## config.mk

```make
export PLATFORM = sky130hd
export DESIGN_NAME = traffic_phase_ctrl
export DESIGN_NICKNAME = d
export VERILOG_FILES = /design/src/rtl/traffic_phase_ctrl.sv
export SDC_FILE = /design/constraint.sdc
export NUM_CORES = 1
export LEC_CHECK = 0
export ABC_AREA = 0
export ABC_CLOCK_PERIOD_IN_PS = 4350
export CAP_MARGIN = 15
export CORE_MARGIN = 2
export CORE_UTILIZATION = 40
export CTS_BUF_LIST = sky130_fd_sc_hd__clkbuf_4
export DETAILED_ROUTE_END_ITERATION = 12
export HOLD_SLACK_MARGIN = 0.02
export PLACE_DENSITY = 0.67
export SLEW_MARGIN = 20
export SYNTH_ARGS = -nofsm -noshare
export SYNTH_HDL_FRONTEND = slang
export SYNTH_SLANG_ARGS = --single-unit
```

## constraint.sdc

```tcl
create_clock -name clk -period 4.35 [get_ports clk]
set_input_delay 0.87 -clock clk [delete_from_list [all_inputs] [get_ports clk]]
set_output_delay 0.87 -clock clk [all_outputs]
set_load 0.01 [all_outputs]
```

## src/rtl/traffic_phase_ctrl.sv

```systemverilog
// -----------------------------------------------------------------------------
// traffic_phase_ctrl
//
// Phase sequencer for a two-road intersection. Steps through main green,
// main yellow, all-red, side green, side yellow, all-red, with a countdown
// timer per phase. Main green is a resting phase: once its minimum time has
// run out it is held until a side-road vehicle or a latched pedestrian
// request asks for the side road.
//
// The phase code and a one-cycle load strobe feed a downstream 4-bit phase
// register (phase_code -> data, load -> enable).
//
// Ports:
//   clk         rising-edge clock
//   reset       synchronous, active-low reset
//   enable      advance enable; low freezes timer/state and suppresses load
//   sensor      side-road vehicle present (level)
//   ped_req     pedestrian button (pulse or level), latched into ped_pend
//   phase_code  current phase code (1..6)
//   load        one-cycle strobe whenever a new phase must be captured
//   main_light  main-road light: 00 red, 01 yellow, 10 green
//   side_light  side-road light, same encoding
//   timer       remaining count in the current phase
//   ped_pend    pedestrian request latched, waiting for the side green
// -----------------------------------------------------------------------------
module traffic_phase_ctrl #(
    parameter int GREEN_T      = 8,
    parameter int SIDE_GREEN_T = 5,
    parameter int YELLOW_T     = 3,
    parameter int ALLRED_T     = 1
) (
    input  logic       clk,
    input  logic       reset,
    input  logic       enable,
    input  logic       sensor,
    input  logic       ped_req,
    output logic [3:0] phase_code,
    output logic       load,
    output logic [1:0] main_light,
    output logic [1:0] side_light,
    output logic [3:0] timer,
    output logic       ped_pend
);

    typedef enum logic [3:0] {
        MG  = 4'h1,
        MY  = 4'h2,
        AR1 = 4'h3,
        SG  = 4'h4,
        SY  = 4'h5,
        AR2 = 4'h6
    } state_t;

    localparam logic [1:0] RED = 2'b00;
    localparam logic [1:0] YEL = 2'b01;
    localparam logic [1:0] GRN = 2'b10;

    localparam logic [3:0] MG_LOAD  = 4'(GREEN_T - 1);
    localparam logic [3:0] SG_LOAD  = 4'(SIDE_GREEN_T - 1);
    localparam logic [3:0] YEL_LOAD = 4'(YELLOW_T - 1);
    localparam logic [3:0] AR_LOAD  = 4'(ALLRED_T - 1);

    // The state register is kept as a plain 4-bit vector rather than the enum
    // type so that an upset into an unused code (0, 7..F) is representable and
    // can be steered back to MG by the default branch below.
    logic [3:0] state;
    logic [3:0] state_next;
    logic [3:0] timer_next;
    logic       load_next;
    logic       ped_next;
    logic       init_pend;
    logic       init_next;
    logic [1:0] main_next;
    logic [1:0] side_next;

    assign phase_code = state;

    // Timer reload value (duration - 1) for the phase being entered.
    function automatic logic [3:0] reload_of(input logic [3:0] s);
        case (s)
            MG:      reload_of = MG_LOAD;
            MY:      reload_of = YEL_LOAD;
            AR1:     reload_of = AR_LOAD;
            SG:      reload_of = SG_LOAD;
            SY:      reload_of = YEL_LOAD;
            AR2:     reload_of = AR_LOAD;
            default: reload_of = MG_LOAD;
        endcase
    endfunction

    // Next-state logic. The pedestrian latch runs regardless of enable; the
    // timer, state and the post-reset load request only move on enabled
    // edges. An illegal code recovers to the full reset values in one edge
    // whether or not the controller is enabled.
    always_comb begin
        state_next = state;
        timer_next = timer;
        load_next  = 1'b0;
        init_next  = init_pend;
        ped_next   = ped_pend | ped_req;

        case (state)
            MG, MY, AR1, SG, SY, AR2: begin
                if (enable) begin
                    // First enabled edge after reset re-announces MG so the
                    // downstream register is guaranteed to hold a valid code.
                    if (init_pend) begin
                        load_next = 1'b1;
                        init_next = 1'b0;
                    end

                    if (timer != 4'd0) begin
                        timer_next = timer - 4'd1;
                    end else begin
                        case (state)
                            MG:      if (sensor | ped_pend) state_next = MY;
                            MY:      state_next = AR1;
                            AR1:     state_next = SG;
                            SG:      state_next = SY;
                            SY:      state_next = AR2;
                            AR2:     state_next = MG;
                            default: state_next = MG;
                        endcase

                        // MG held at zero leaves state_next == state, so the
                        // timer stays parked at 0 with no load.
                        if (state_next != state) begin
                            timer_next = reload_of(state_next);
                            load_next  = 1'b1;
                        end

                        // Entering side green serves the pedestrian, unless
                        // the button is still being pressed on that edge.
                        if (state == AR1 && !ped_req) begin
                            ped_next = 1'b0;
                        end
                    end
                end
            end
            default: begin
                state_next = MG;
                timer_next = MG_LOAD;
                load_next  = 1'b0;
                init_next  = 1'b1;
                ped_next   = 1'b0;
            end
        endcase
    end

    // Light decode from the next state, registered alongside the state so
    // the lights change in the same cycle as phase_code.
    always_comb begin
        main_next = GRN;
        side_next = RED;
        case (state_next)
            MG:      begin main_next = GRN; side_next = RED; end
            MY:      begin main_next = YEL; side_next = RED; end
            AR1:     begin main_next = RED; side_next = RED; end
            SG:      begin main_next = RED; side_next = GRN; end
            SY:      begin main_next = RED; side_next = YEL; end
            AR2:     begin main_next = RED; side_next = RED; end
            default: begin main_next = GRN; side_next = RED; end
        endcase
    end

    // State and output registers with synchronous active-low reset.
    always_ff @(posedge clk) begin
        if (!reset) begin
            state      <= MG;
            timer      <= MG_LOAD;
            load       <= 1'b0;
            ped_pend   <= 1'b0;
            init_pend  <= 1'b1;
            main_light <= GRN;
            side_light <= RED;
        end else begin
            state      <= state_next;
            timer      <= timer_next;
            load       <= load_next;
            ped_pend   <= ped_next;
            init_pend  <= init_next;
            main_light <= main_next;
            side_light <= side_next;
        end
    end

endmodule
```

==> run metrics <==
status finished clean; Design Area, Final 997 sq um; met1 WL approximately 820 um; Critical Path AT 2650 ps; CTS tree done; Seq cells post-synth 15; clock sink count 15; Final Hold Viols 0; met3 wire length 76 um; die width 48.6 um; Initial Util 0.414; Multi-input gate area 434 sq um; largest net degree at the start of global routing 13; Clock Path Buffers 2; WS Path Type input pin to flop; HP Class flop to flop; final setup TNS 0 ps; Post-Synth Simple-Gate Area 0.318; area grow syn2layout 25.3%; fin nets 116; post-DP HPWL 1180 um; worst r2r src timer[0]$_SDFFE_PN1P_; clock transition at the registers of the reported paths 80 ps; clock root cell clkbuf_4; Post-route DRC 0; Non-Filler Instances approximately 140; CP endpoint phase_code[1]$_SDFF_PN0_; proportion of layout cells with a drive suffix above 1 0.0556; Top Ports 19; First-pass DRT Iterations 4; worst clock skew 1.19 ps; mux cell area share after synthesis 0.0126; xor/xnor share of the synthesized area 0; CTS buffer count 3; CP required 4560 ps; die area 2360 sq um; routed len/inst 12.0 um; crit path from enable; Slew Viols, Final 0; Synth Area in Adders 0.0314; Max-cap violations 0; initial drt markers 10; vias in the first global route roughly 640; post-synthesis compound-gate area fraction 0.179; largest family of logic cells by synthesized area simple AND/OR/NAND/NOR gates; Startpoint Class input pin; die height 48.6 um; Reg2Reg Setup Slack 2280 ps; Tmin final 2440 ps; Async SR Flop Fraction 0; Synth area leaders dfxtp_1, nor2_1, ha_1; Max VDD drop 0.232 mV; R2R depth 5; max frequency 411 MHz; post-cts resize count 0; RD Place Congestion 0.836; share of the synthesized area in the top cell type 0.377; CP Capture Type flop; Setup Buffers After CTS 0; cts hold-fix bufs 0; final setup vio count 0; Synth area leader dfxtp_1; antenna viol nets, final 0; Crit Path Max Fanout 10; Post-synth EDFFs 0; Met2 Wirelength 709 um; Synth Instances a little over 90; Synth Net Count 98; RSZ-0062 raised after global routing no; Cell Area, Synth 796 sq um; Fill cells 193; first-pass GRT wire length 2820 um; Tot GR Track Use 0.148; Syn. warnings 0; clock insertion delay at the later pin of the skew report around 280 ps; # port buffers 18; diode count 0; period utilization 0.560; register area 300 sq um; RR Endpoint timer[2]$_SDFFE_PN1P_; num rows 16; dpl cells 131; top sig layer met4; vias per cell between 5 and 6; Post-synth top flop dfxtp_1; Core Area a little under 2000 sq um; global route total overflow 0; initial antenna violation count 0; H-tree levels 1; Synth cell types 42; Syn Area/Cell 8.74 sq um; placed inst area 967 sq um; Seq/Total Area, Yosys 0.377; via count of the routed design between 600 and 700; WL final approximately 1600 um; pwr/cell area 249 nW/um^2; P_leak 0.410 nW
-- how the worst min path moves through the flow --
| stage | slack (ps) | cells past startpoint | start | end |
|---|---|---|---|---|
| final | 470 | 2 | init_pend$_SDFFE_PN1P_ | init_pend$_SDFFE_PN1P_ |
| after global routing | 500 | 2 | init_pend$_SDFFE_PN1P_ | init_pend$_SDFFE_PN1P_ |
| after CTS | 470 | 2 | init_pend$_SDFFE_PN1P_ | init_pend$_SDFFE_PN1P_ |
| after detailed placement | 450 | 2 | init_pend$_SDFFE_PN1P_ | init_pend$_SDFFE_PN1P_ |
| after global placement | 450 | 2 | init_pend$_SDFFE_PN1P_ | init_pend$_SDFFE_PN1P_ |
| after floorplan | 430 | 2 | init_pend$_SDFFE_PN1P_ | init_pend$_SDFFE_PN1P_ |
-- synthesized netlist by cell type (2+ instances only) --
| library cell | instances |
|---|---|
| nor2b_1 | 4 |
| nor3_1 | 5 |
| nor2_1 | 8 |
| or4b_1 | 2 |
| buf_2 | 2 |
| o21ai_1 | 4 |
| ha_1 | 2 |
| a22oi_1 | 2 |
| dfxtp_1 | 15 |
| or2_1 | 2 |
| or3_1 | 3 |
| nand2_1 | 4 |
| o21ai_0 | 2 |
| inv_1 | 5 |
| a21oi_1 | 4 |
-- flip-flops by register name, summed over array words and instances (netlist names) --
| signal | count |
|---|---|
| phase_code | 4 |
| init_pend | 1 |
| main_light | 2 |
| ped_pend | 1 |
| load | 1 |
| timer | 4 |
| side_light | 2 |
-- per-layer routing --
layer  vias to the layer above  global-route usage
li1                        362                   -
met4                         0              0.0286
met3                         2              0.0525
met1                       314               0.209
met2                        14               0.219
met5                         -                   0
-- cell type report --
| type | instances | area share |
|---|---|---|
| clock buffer | 4 | 0.0301 |
| inverter | 5 | 0.0188 |
| multi-input combinational | 66 | 0.435 |
| sequential | 15 | 0.301 |
| tap | 27 | 0.0339 |
| timing repair buffer | 18 | 0.181 |
-- power breakdown --
part / switching [mW] / internal (mW)
clock network: 0.0418 / 0.0418
registers: 0.00286 / 0.140
logic: 0.0101 / 0.0121
-- per-stage QoR --
step	hold slack [ps]	total power [mW]	setup slack, ps	utilization
after CTS	468	0.253	1930	0.519
final	466	0.248	1910	0.519
after global routing	504	0.262	1770	0.519
after floorplan	431	0.158	2300	-
after global placement	446	0.168	1620	0.503
after detailed placement	452	0.168	1630	0.503
-- kinds of logic (layout without fill, tap and decap cells) --
| family | count (synthesis) | after routing |
|---|---|---|
| other cells | 1 | 1 |
| mux | 1 | 1 |
| compound gates | 21 | 21 |
| buf+inv | 10 | 27 |
| flops | 15 | 15 |
| fa+ha+maj | 2 | 2 |
| simple gates | 41 | 41 |
-- placed cells by master (no fill, tap or decap), types with 2 or more instances in the layout --
master | netlist | layout
clkdlybuf4s50_1 | 0 | 18
dfxtp_1 | 15 | 15
nor2_1 | 8 | 8
inv_1 | 5 | 5
nor3_1 | 5 | 5
nand2_1 | 4 | 4
o21ai_1 | 4 | 4
nor2b_1 | 4 | 4
a21oi_1 | 4 | 4
clkbuf_4 | 0 | 4
or3_1 | 3 | 3
or2_1 | 2 | 2
a22oi_1 | 2 | 2
o21ai_0 | 2 | 2
or4b_1 | 2 | 2
ha_1 | 2 | 2
-- critical path, cell delays in order --
cell	delay (ps)
clkdlybuf4s50_1	650
and4bb_1	440
nand2_1	170
or3_1	380
a21oi_1	140
(Power assumes the default switching activity.)
